**src/rtl/mf_pll_supervisor.sv**
```systemverilog
// mf_pll_supervisor
// PLL bring-up and lock supervisor running on the free-running reference clock.
// It pulses the PLL reset, waits for lock with a timeout, and debounces lock
// before it releases the downstream system reset. It also detects loss of lock
// and keeps saturating counters of lock timeouts and lock losses.
//
// Optional build macro: MF_PLL_SUP_AUTO_RETRY_EN
//   defined   : a lock timeout or a loss of lock restarts the sequence from RESET.
//               FAIL is never entered and fail is tied low.
//   undefined : a lock timeout or a loss of lock enters FAIL. FAIL is left only
//               through rst.
//
// Ports
//   refclk     in   reference clock, the only clock
//   rst        in   asynchronous active-high reset
//   pll_locked in   PLL lock indication, asynchronous to refclk
//   pll_rst    out  PLL reset, high in RESET and FAIL
//   sys_rst    out  system reset, high in every state except RUN
//   ready      out  high only in RUN
//   fail       out  sticky failure flag, high only in FAIL
//   state      out  state encoding: RESET=0 WAIT=1 STABLE=2 RUN=3 FAIL=4
//   retry_cnt  out  saturating count of lock timeouts
//   loss_cnt   out  saturating count of lock losses seen in RUN
module mf_pll_supervisor #(
  parameter int RST_CYCLES    = 8,
  parameter int LOCK_TIMEOUT  = 1024,
  parameter int STABLE_CYCLES = 64,
  parameter int CNT_W         = 8
) (
  input  logic             refclk,
  input  logic             rst,
  input  logic             pll_locked,
  output logic             pll_rst,
  output logic             sys_rst,
  output logic             ready,
  output logic             fail,
  output logic [2:0]       state,
  output logic [CNT_W-1:0] retry_cnt,
  output logic [CNT_W-1:0] loss_cnt
);

  typedef enum logic [2:0] {
    ST_RESET  = 3'd0,
    ST_WAIT   = 3'd1,
    ST_STABLE = 3'd2,
    ST_RUN    = 3'd3,
    ST_FAIL   = 3'd4
  } state_t;

  localparam int MAX_RS = (RST_CYCLES > LOCK_TIMEOUT) ? RST_CYCLES : LOCK_TIMEOUT;
  localparam int MAX_T  = (MAX_RS > STABLE_CYCLES) ? MAX_RS : STABLE_CYCLES;
  // The timer only has to reach MAX_T-1.
  localparam int TMR_W  = (MAX_T > 1) ? $clog2(MAX_T) : 1;

  localparam logic [TMR_W-1:0] RST_LAST    = TMR_W'(RST_CYCLES - 1);
  localparam logic [TMR_W-1:0] LOCK_LAST   = TMR_W'(LOCK_TIMEOUT - 1);
  localparam logic [TMR_W-1:0] STABLE_LAST = TMR_W'(STABLE_CYCLES - 1);

`ifdef MF_PLL_SUP_AUTO_RETRY_EN
  localparam state_t ERR_NEXT = ST_RESET;
`else
  localparam state_t ERR_NEXT = ST_FAIL;
`endif

  // Counters hold at all-ones and never wrap.
  function automatic logic [CNT_W-1:0] sat_inc(input logic [CNT_W-1:0] c);
    if (&c) return c;
    return c + CNT_W'(1);
  endfunction

  state_t           st;
  logic [TMR_W-1:0] timer;
  logic             sync_p0;
  logic             sync_p1;
  logic             locked_s;

  assign locked_s = sync_p1;

  // Stage p0/p1: two-flop synchroniser for the asynchronous lock input.
  always_ff @(posedge refclk or posedge rst) begin
    if (rst) begin
      sync_p0 <= 1'b0;
      sync_p1 <= 1'b0;
    end else begin
      sync_p0 <= pll_locked;
      sync_p1 <= sync_p0;
    end
  end

  // Supervisor state machine, all decisions on the synchronised lock.
  always_ff @(posedge refclk or posedge rst) begin
    if (rst) begin
      st        <= ST_RESET;
      timer     <= '0;
      retry_cnt <= '0;
      loss_cnt  <= '0;
    end else begin
      case (st)
        ST_RESET: begin
          if (timer == RST_LAST) begin
            st    <= ST_WAIT;
            timer <= '0;
          end else begin
            timer <= timer + TMR_W'(1);
          end
        end
        ST_WAIT: begin
          if (locked_s) begin
            st    <= ST_STABLE;
            timer <= '0;
          end else if (timer == LOCK_LAST) begin
            st        <= ERR_NEXT;
            timer     <= '0;
            retry_cnt <= sat_inc(retry_cnt);
          end else begin
            timer <= timer + TMR_W'(1);
          end
        end
        ST_STABLE: begin
          // Any dropout restarts the full lock timeout, not the remaining part.
          if (!locked_s) begin
            st    <= ST_WAIT;
            timer <= '0;
          end else if (timer == STABLE_LAST) begin
            st    <= ST_RUN;
            timer <= '0;
          end else begin
            timer <= timer + TMR_W'(1);
          end
        end
        ST_RUN: begin
          if (!locked_s) begin
            st       <= ERR_NEXT;
            timer    <= '0;
            loss_cnt <= sat_inc(loss_cnt);
          end
        end
        ST_FAIL: begin
          st <= ST_FAIL;
        end
        default: begin
          st    <= ST_RESET;
          timer <= '0;
        end
      endcase
    end
  end

  // Moore decode of the registered state, so an asynchronous rst shows
  // on the outputs at once.
  assign state   = st;
  assign pll_rst = (st == ST_RESET) || (st == ST_FAIL);
  assign sys_rst = (st != ST_RUN);
  assign ready   = (st == ST_RUN);
`ifdef MF_PLL_SUP_AUTO_RETRY_EN
  assign fail    = 1'b0;
`else
  assign fail    = (st == ST_FAIL);
`endif

endmodule
```
**config.mk**
```make
export PLATFORM = sky130hd
export DESIGN_NAME = mf_pll_supervisor
export DESIGN_NICKNAME = d
export VERILOG_FILES = /design/src/rtl/mf_pll_supervisor.sv
export SDC_FILE = /design/constraint.sdc
export NUM_CORES = 1
export LEC_CHECK = 0
export BUFFER_PORTS_ARGS = -buffer_cell sky130_fd_sc_hd__buf_2
export CORE_ASPECT_RATIO = 1.5
export CORE_MARGIN = 8
export CORE_UTILIZATION = 59
export DETAILED_ROUTE_END_ITERATION = 8
export GPL_TIMING_DRIVEN = 0
export PLACE_DENSITY_LB_ADDON = 0.15
export SYNTH_ARGS = -nofsm -noshare
export SYNTH_HDL_FRONTEND = slang
export SYNTH_SLANG_ARGS = --single-unit
```
**constraint.sdc**
```tcl
create_clock -name refclk -period 3.2 [get_ports refclk]
set_input_delay 0.64 -clock refclk [delete_from_list [all_inputs] [get_ports refclk]]
set_output_delay 0.64 -clock refclk [all_outputs]
set_load 0.02 [all_outputs]
```
==> impl_metrics.py, run 1 <==
metrics = {
    "sta": {
        "timing.final.crit_period_ns": 2.16,
        "slew_violations": 0,
        "rsz0062_at_grt": "false",
        "setup_viol": 0,
        "worstMarginPinSlew_ns": 1.16,
        "max_freq_ghz": 0.464,
        "slew_headroom_pct": 22.6,
        "fin_tns_setup_ns": 0,
        "skew_ns": 0.00501,
        "hold_viol": 0,
        "timing.final.crit_share_pct": 67.4,
    },
    "layout": {
        "insertedDiodeCount": 0,
        "area.sequential_um2": 776,
        "multi_input_area_um2": 754,
        "layout-drive-gt1-share_pct": 24.2,
        "final_core_util_pct": 69.7,
        "fin_nets": 188,
        "syn2layout_area_growth_pct": 15.6,
        "nFillCells": 217,
    },
    "floorplan": {
        "die_area_um2": 4580,
        "ios": 26,
        "num_rows": 23,
        "chipHeight_um": 79.0,
        "die_w_um": 58.0,
        "start_util_pct": 60.2,
        "core_area_um2": 2590,
    },
    "synthesis": {
        "syn-cell-area_um2": 1560,
        "synth_top_cell_by_area": "dfrtp_1",
        "synth_area_leaders": "dfrtp_1 50%, xnor2_1 6.2%, nand2_1 3.4%",
        "yosys.cell_count.top_type": "dfrtp_1",
        "synth_commonest_cells": "31 x dfrtp_1, 14 x nand2_1, 11 x xnor2_1",
        "synth_cells": 150,
        "synth.avg_cell_area_um2": 10.4,
        "synth_edf_count": 0,
        "synth_top_area_share_pct": 49.7,
        "ys_seq_area_share_pct": 49.7,
        "ys_seq_elements": 31,
        "ys_warn_count": 0,
        "synth-async-reset-ratio_pct": 100,
        "synth.distinct_cells": 40,
        "synthesis.nets": 156,
        "synth-main-ff-cell": "dfrtp_1",
    },
    "global_routing": {
        "track_usage_pct": 16.3,
        "grt_pass1_vias": 1283,
        "top_usage_layer": "met2",
        "use_met3_pct": 5.65,
        "grt_overflow": 0,
        "met2_usage_pct": 28.7,
        "antenna_found_initial": 0,
        "grt_max_degree": 32,
        "grt_pass1_wl_mm": 5.71,
        "met1_usage_pct": 16.2,
    },
    "place": {
        "dp.final_hpwl_mm": 2.46,
        "io_buffers": 25,
        "gp_congestion": 0.854,
    },
    "cts": {
        "cts_tree": "built",
        "cts_max_level": 2,
        "cts-root-buf": "clkbuf_8",
        "cts.clk_slew.worst_paths_ns": 0.07,
        "postCtsHoldBufs": 0,
        "clkSinkCount": 31,
        "post_cts_resized": 0,
        "clock_latency_ns": 0.29,
        "post_cts_buffers": 0,
        "numCtsBuffers": 5,
        "clk_path_buf_depth": 2,
    },
    "pwr": {
        "powerDensity_nw_per_um2": 755,
        "power.leakage_nw": 0.879,
        "ir_drop_mv": 0.549,
        "power.total_mw": 1.36,
    },
    "worst_hold_path": {
        "worstHoldStart": "sync_p0$_DFF_PP0_",
        "min_to": "locked_s$_DFF_PP0_",
        "holdCritPathClass": "reg -> reg",
        "hold_path_depth": 0,
    },
    "drt": {
        "drt_iter0_drc": 28,
        "via_per_inst": 6.07,
        "drc": 0,
        "vias": 1256,
        "first_pass_iters": 4,
        "wire_per_inst_um": 16.4,
        "routed_wl_mm": 3.39,
        "ant_nets": 0,
    },
    "run_status": {
        "outcome": "finished, final reports clean",
    },
    "worst_setup_path": {
        "rr_endpoint": "retry_cnt[1]$_DFFE_PP0P_",
        "r2r_start": "timer[0]$_DFFE_PP0P_",
        "path_max_fanout": 8,
        "critPathKind": "reg -> out",
        "start_kind": "flop",
        "endpoint_kind": "output pin",
        "cp.required_ns": 2.56,
        "cp.arrival_ns": 1.52,
        "reg2reg_slack_ns": 1.06,
        "reg2reg_depth": 6,
    },
    "job": {
        "cap_violations": 0,
    },
}
-- cell type report --
class | instances | share of cell area, %
plain buffers | 4 | 1.04
repair buffers | 25 | 6.93
multi-input cells | 112 | 41.8
well taps | 25 | 1.73
flip-flops and latches | 31 | 43.0
clock inverters | 1 | 0.277
clock buffers | 6 | 4.58
inverters | 3 | 0.624
-- per-layer routing --
| layer | wire (um) | vias to the layer above | share of wire, % |
|---|---|---|---|
| li1 | - | 608 | - |
| met1 | 1360 | 620 | 40 |
| met2 | 1850 | 22 | 55 |
| met3 | 115 | 6 | 3.4 |
| met4 | 71 | 0 | 2.1 |
| met5 | 0 | - | 0 |
-- cells in the final DEF (no fill, tap or decap), types with 4 or more instances in the layout --
cell type,synthesis,final
clkbuf_8,0,6
o21ai_0,5,5
nor2_1,7,7
nor3_1,8,8
buf_2,2,27
nand3_1,8,8
nand2_1,14,14
and3_1,6,6
nand2b_1,4,4
dfrtp_1,31,31
xnor2_1,11,11
a21oi_1,9,9
nand4_1,6,6
-- how the worst max path moves through the flow --
stage	slack (ns)	from	depth (start not counted)	endpoint
floorplan	1.11	state[0]$_DFFE_PP0P_	5	timer[6]$_DFFE_PP0P_
global placement	1.12	timer[0]$_DFFE_PP0P_	6	timer[7]$_DFFE_PP0P_
detailed placement	1.10	timer[0]$_DFFE_PP0P_	6	timer[5]$_DFFE_PP0P_
CTS	1.02	state[0]$_DFFE_PP0P_	3	fail
global route	0.91	timer[0]$_DFFE_PP0P_	6	timer[6]$_DFFE_PP0P_
finish	1.04	state[0]$_DFFE_PP0P_	3	fail
-- flip-flops by register name, indices dropped and copies added, names as in the netlist --
name and flops:
sync_p0 1, timer 10, loss_cnt 8, locked_s 1, state 3, retry_cnt 8
-- critical path, cell delays in order, from the launching register on --
cell      delay [ns]
dfrtp_1         0.37
clkbuf_2        0.18
nor3b_1         0.42
buf_2           0.25
-- per-stage QoR --
step	worst slack [ns]	hold slack (ns)	instances	area, um2
3_3_place_gp	1.12	0.334	200	1720
3_5_place_dp	1.10	0.336	200	1720
6_report	1.04	0.349	207	1800
2_1_floorplan	1.11	0.331	150	1560
5_1_grt	0.911	0.371	207	1800
4_1_cts	1.02	0.350	207	1800
-- kinds of logic (layout without fill, tap and decap cells) --
kind of cell / count (synthesis) / count (layout) / synth area share [%]
flops: 31 / 31 / 49.7
simple gates: 67 / 67 / 24.1
mux: 3 / 3 / 2.08
buf+inv: 7 / 39 / 1.92
compound gates: 25 / 25 / 11.9
xor+xnor: 14 / 14 / 7.86
fa+ha+maj: 3 / 3 / 2.41
-- where the power goes --
part	total [mW]	leakage, nW	switching (mW)	internal (mW)
Combinational	0.521	0.417	0.333	0.187
Clock	0.319	0.0470	0.150	0.169
Sequential	0.522	0.415	0.0680	0.454
No activity file was read; power rests on OpenSTA's default activity.
==> run 2: changes to the inputs <==
Settings changed: CORE_UTILIZATION 59 to 55.
Clock period 3.2 ns to 2 ns, I/O delays scaled along.
==> impl_metrics.py, run 2 (synthesis results as in run 1) <==
metrics = {
    "run_status": {
        "outcome": "finished, final reports clean",
    },
    "place": {
        "dp.final_hpwl_mm": 2.49,
        "io_buffers": 25,
        "gp_congestion": 0.858,
    },
    "pwr": {
        "powerDensity_nw_per_um2": 1210,
        "power.total_mw": 2.32,
        "ir_drop_mv": 0.913,
        "power.leakage_nw": 0.921,
    },
    "worst_setup_path": {
        "cp_slowest_cell": "or4_4",
        "path_buf_inv": 0,
        "cp.arrival_ns": 2.11,
        "path_max_fanout": 7,
        "cp.required_ns": 2.14,
        "crit_chain": "or4_4 -> o31ai_4 -> a2111oi_4 -> nor3_4 -> o22ai_1",
        "slowest_delay_ns": 0.57,
        "critPathKind": "reg -> reg",
        "cp_top_family": "simple AND/OR/NAND/NOR gates",
        "endpoint_kind": "flop",
        "start_kind": "flop",
    },
    "global_routing": {
        "grt_pass1_wl_mm": 5.78,
        "track_usage_pct": 15.7,
        "grt_max_degree": 32,
        "grt_pass1_vias": 1338,
        "grt_overflow": 0,
        "antenna_found_initial": 0,
    },
    "floorplan": {
        "num_rows": 23,
        "core_area_um2": 2680,
        "die_w_um": 59.5,
        "ios": 26,
        "start_util_pct": 58.3,
        "chipHeight_um": 81.2,
        "die_area_um2": 4830,
    },
    "layout": {
        "top_register": "timer",
        "fin_nets": 191,
        "final_common_cell": "dfrtp_1",
        "syn2layout_area_growth_pct": 23.3,
        "largest_reg_flops": 10,
        "reg_top3": "timer: 10 flops, loss_cnt: 8 flops, retry_cnt: 8 flops",
        "nFillCells": 208,
        "insertedDiodeCount": 0,
        "final_cell_mix": "29 x dfrtp_1, 26 x buf_2, 14 x nand2_1",
        "layout-drive-gt1-share_pct": 31.2,
    },
    "cts": {
        "postCtsHoldBufs": 0,
        "clk_path_buf_depth": 2,
        "clock_latency_ns": 0.28,
        "cts.clk_slew.worst_paths_ns": 0.06,
        "numCtsBuffers": 5,
        "cts_max_level": 2,
        "cts_tree": "built",
        "cts-root-buf": "clkbuf_8",
        "clkSinkCount": 31,
    },
    "sta": {
        "hold_viol": 0,
        "slew_headroom_pct": 24.2,
        "timing.final.crit_period_ns": 1.96,
        "worstMarginPinSlew_ns": 1.14,
        "slew_violations": 0,
        "max_freq_ghz": 0.509,
        "skew_ns": 0.0113,
        "holdWs_ns": 0.226,
        "timing.final.crit_share_pct": 98.1,
        "rsz0062_at_grt": "true",
        "setup_viol": 0,
    },
    "drt": {
        "routed_wl_mm": 3.56,
        "vias": 1262,
        "first_pass_iters": 4,
        "highest_layer": "met4",
        "wire_per_inst_um": 15.9,
        "drt-met1-wl_mm": 1.36,
        "dr_wl_met3_um": 132,
        "drc": 0,
        "ant_nets": 0,
        "dr_wl_met2_mm": 2.01,
        "via_per_inst": 5.66,
        "drt_iter0_drc": 26,
    },
    "job": {
        "cap_violations": 0,
    },
    "worst_hold_path": {
        "holdCritPathClass": "in -> reg",
    },
}
-- run 2: changes by cell type in the layout (fill, tap and decap cells not counted), sizes merged --
cell    change
buf         +4
clkbuf      +1
clkinv      -1
-- run 2: cell type report --
class / count / area [um2] / share of cell area [%]
buffer: 3 / 21.3 / 1.11
clock buffer: 8 / 100 / 5.20
multi-input combinational: 112 / 811 / 42.2
inverter: 3 / 11.3 / 0.586
sequential: 31 / 778 / 40.5
timing repair buffer: 29 / 155 / 8.07
tap: 37 / 46.3 / 2.41
-- run 2: metrics by stage --
| step | TNS (ns) | cell area [um2] | utilization (%) | worst slack [ns] | instances |
|---|---|---|---|---|---|
| 6_report | 0 | 1920 | 71.9 | 0.0372 | 223 |
| 5_1_grt | -0.0769 | 1920 | 71.9 | -0.0344 | 223 |
| 4_1_cts | 0 | 1870 | 69.8 | 0.0355 | 221 |
| 3_5_place_dp | -1.22 | 1740 | 64.9 | -0.142 | 212 |
| 3_3_place_gp | -0.696 | 1740 | 64.9 | -0.0962 | 212 |
| 2_1_floorplan | 0 | 1570 | - | 0.0595 | 150 |
-- run 2: worst reg2reg max path, cell delays in order (launching register included) --
cell and delay [ns]:
dfrtp_2 0.45, or4_4 0.57, o31ai_4 0.23, a2111oi_4 0.17
nor3_4 0.27, o22ai_1 0.14
-- run 2: power breakdown --
part | leakage, nW | switching, mW | internal, mW
logic | 0.458 | 0.567 | 0.362
clock network | 0.0515 | 0.225 | 0.314
registers | 0.412 | 0.128 | 0.726
-- run 2: metal layers --
metal  vias up  GRT usage [%]
li1        611              -
met1       622           15.0
met2        23           29.3
met3         6           5.06
met4         0           7.43
met5         -              0
-- run 2: final timing paths --
kind / cells past startpoint / start / endpoint / slack, ns
min: 1 / pll_locked / sync_p0$_DFF_PP0_ / 0.23
max in group asynchronous: 2 / rst / timer[6]$_DFFE_PP0P_ / 0.82
max reg2reg: 5 / timer[7]$_DFFE_PP0P_ / timer[2]$_DFFE_PP0P_ / 0.04
min in group asynchronous: 2 / rst / loss_cnt[2]$_DFFE_PP0P_ / 0.41
min reg2reg: 0 / sync_p0$_DFF_PP0_ / locked_s$_DFF_PP0_ / 0.37
max: 5 / timer[7]$_DFFE_PP0P_ / timer[2]$_DFFE_PP0P_ / 0.04
-- run 2: timing repair --
action,4_1_cts,5_1_grt
setup endpoints to repair,19,15
pin swaps,3,0
buffers inserted,2,3
resized for setup,5,9
==> run 3: changes to the inputs <==
Settings changed: ABC_AREA set to 1, CORE_UTILIZATION 55 to 34, SKIP_CTS_REPAIR_TIMING set to 1.
==> impl_metrics.py, run 3 <==
metrics = {
    "sta": {
        "worstMarginPinSlew_ns": 0.418,
        "timing.final.crit_share_pct": 83.6,
        "slew_headroom_pct": 72.0,
        "max_freq_ghz": 0.598,
        "skew_ns": 0.00917,
        "hold_viol": 0,
        "fin_tns_setup_ns": 0,
        "slew_violations": 0,
        "rsz0062_at_grt": "false",
        "timing.final.crit_period_ns": 1.67,
        "holdWs_ns": 0.0548,
        "setup_viol": 0,
    },
    "synthesis": {
        "synth.distinct_cells": 26,
        "synth-main-ff-cell": "dfrtp_1",
        "synth_cells": 234,
        "synth_top_area_share_pct": 43.5,
        "synth_edf_count": 0,
        "synth-async-reset-ratio_pct": 100,
        "yosys.cell_count.top_type": "nand2_1",
        "synthesis.nets": 240,
        "ys_seq_area_share_pct": 43.5,
        "ys_warn_count": 0,
        "ys_seq_elements": 31,
        "syn-cell-area_um2": 1780,
        "synth_commonest_cells": "82 x nand2_1, 32 x inv_1, 31 x dfrtp_1",
        "synth_area_leaders": "dfrtp_1 44%, nand2_1 17%, inv_1 6.7%",
        "synth_top_cell_by_area": "dfrtp_1",
        "synth.avg_cell_area_um2": 7.61,
    },
    "layout": {
        "reg_top3": "timer: 10 flops, loss_cnt: 8 flops, retry_cnt: 8 flops",
        "layout-drive-gt1-share_pct": 20.1,
        "final_cell_mix": "82 x nand2_1, 31 x inv_1, 31 x dfrtp_1",
        "insertedDiodeCount": 0,
        "top_register": "timer",
        "fin_cells": 336,
        "syn2layout_area_growth_pct": 18.0,
        "fin_nets": 273,
        "largest_reg_flops": 10,
        "final_common_cell": "nand2_1",
        "final_core_util_pct": 41.4,
    },
    "global_routing": {
        "grt_max_degree": 32,
        "antenna_found_initial": 0,
        "grt_overflow": 0,
        "track_usage_pct": 10.6,
        "grt_pass1_wl_mm": 6.62,
        "grt_pass1_vias": 1493,
    },
    "cts": {
        "clkSinkCount": 31,
        "clock_latency_ns": 0.28,
        "cts.clk_slew.worst_paths_ns": 0.07,
        "numCtsBuffers": 5,
        "cts-root-buf": "clkbuf_8",
        "cts_max_level": 2,
        "clk_path_buf_depth": 2,
        "cts_tree": "built",
    },
    "worst_setup_path": {
        "start_kind": "flop",
        "cp.required_ns": 1.60,
        "cp_slowest_cell": "dfrtp_1",
        "path_buf_inv": 2,
        "endpoint_kind": "output pin",
        "cp.arrival_ns": 1.27,
        "crit_chain": "nor2_1 -> nand2_1 -> inv_1 -> buf_2",
        "startpoint": "state[1]$_DFFE_PP0P_",
        "slowest_delay_ns": 0.47,
        "critPathKind": "reg -> out",
        "cp_top_family": "flip-flops",
        "path_max_fanout": 8,
        "r2r_start": "timer[1]$_DFFE_PP0P_",
    },
    "floorplan": {
        "num_rows": 32,
        "start_util_pct": 35.0,
        "chipHeight_um": 105,
        "die_w_um": 75.1,
        "ios": 26,
        "die_area_um2": 7860,
        "core_area_um2": 5080,
    },
    "job": {
        "cap_violations": 0,
    },
    "place": {
        "gp_congestion": 0.775,
        "dp_cells": 327,
        "dp.final_hpwl_mm": 2.83,
        "io_buffers": 25,
    },
    "pwr": {
        "ir_drop_mv": 0.427,
        "powerDensity_nw_per_um2": 941,
        "power.leakage_nw": 1.14,
    },
    "worst_hold_path": {
        "holdCritPathClass": "in -> async",
    },
    "drt": {
        "routed_wl_mm": 3.84,
        "first_pass_iters": 4,
        "ant_nets": 0,
        "vias": 1486,
        "drc": 0,
        "via_per_inst": 4.42,
        "drt_iter0_drc": 72,
        "wire_per_inst_um": 11.4,
    },
    "run_status": {
        "outcome": "finished, final reports clean",
    },
}
-- run 3: where the power goes --
part	switching [mW]	total (mW)	internal (mW)
clock	0.238	0.476	0.238
combinational	0.498	0.713	0.215
sequential	0.0809	0.789	0.708
-- run 3: per-stage QoR --
stage               power [mW]  setup WS, ns  cell area [um2]
floorplan                 1.32         0.364             1780
global placement          1.52         0.360             1990
detailed placement        1.52         0.356             1990
CTS                       2.01         0.286             2080
global route              2.14         0.144             2100
finish                    1.98         0.328             2100
-- run 3: logic make-up (layout without fill, tap and decap cells) --
logic type / after synthesis / after routing / synth area share [%]
adder cells (fa/ha/maj): 3 / 3 / 2.11
AND/OR/NAND/NOR: 139 / 139 / 35.1
flip-flops: 31 / 31 / 43.5
buffers and inverters: 36 / 70 / 8.01
XOR/XNOR: 16 / 16 / 7.87
AO/OA/AOI/OAI: 9 / 9 / 3.37
-- run 3: worst paths after layout --
| path | to | slack, ns | cells past startpoint |
|---|---|---|---|
| worst max-delay path | fail | 0.33 | 4 |
| worst min-delay path | state[0]$_DFFE_PP0P_ | 0.05 | 2 |
| worst max register to register | timer[3]$_DFFE_PP0P_ | 0.36 | 8 |
| worst min register to register | locked_s$_DFF_PP0_ | 0.35 | 0 |
| max in group asynchronous | timer[3]$_DFFE_PP0P_ | 1.53 | 3 |
| min in group refclk | sync_p0$_DFF_PP0_ | 0.22 | 1 |
-- run 3: layout make-up --
class	instances	area (um2)
Clock buffer	5	68.8
Inverter	35	131
Tap cell	68	85.1
Sequential cell	31	776
Buffer	1	11.3
Multi-Input combinational cell	167	863
Fill cell	562	2980
Clock inverter	3	15.0
Timing Repair Buffer	26	153
-- run 3: layer usage --
layer,track usage [%],vias to the layer above,share of wire (%)
met5,0,-,0
met4,4.23,0,0.89
met3,2.58,4,2.6
met1,11.5,677,43
li1,-,780,-
met2,18.4,25,53
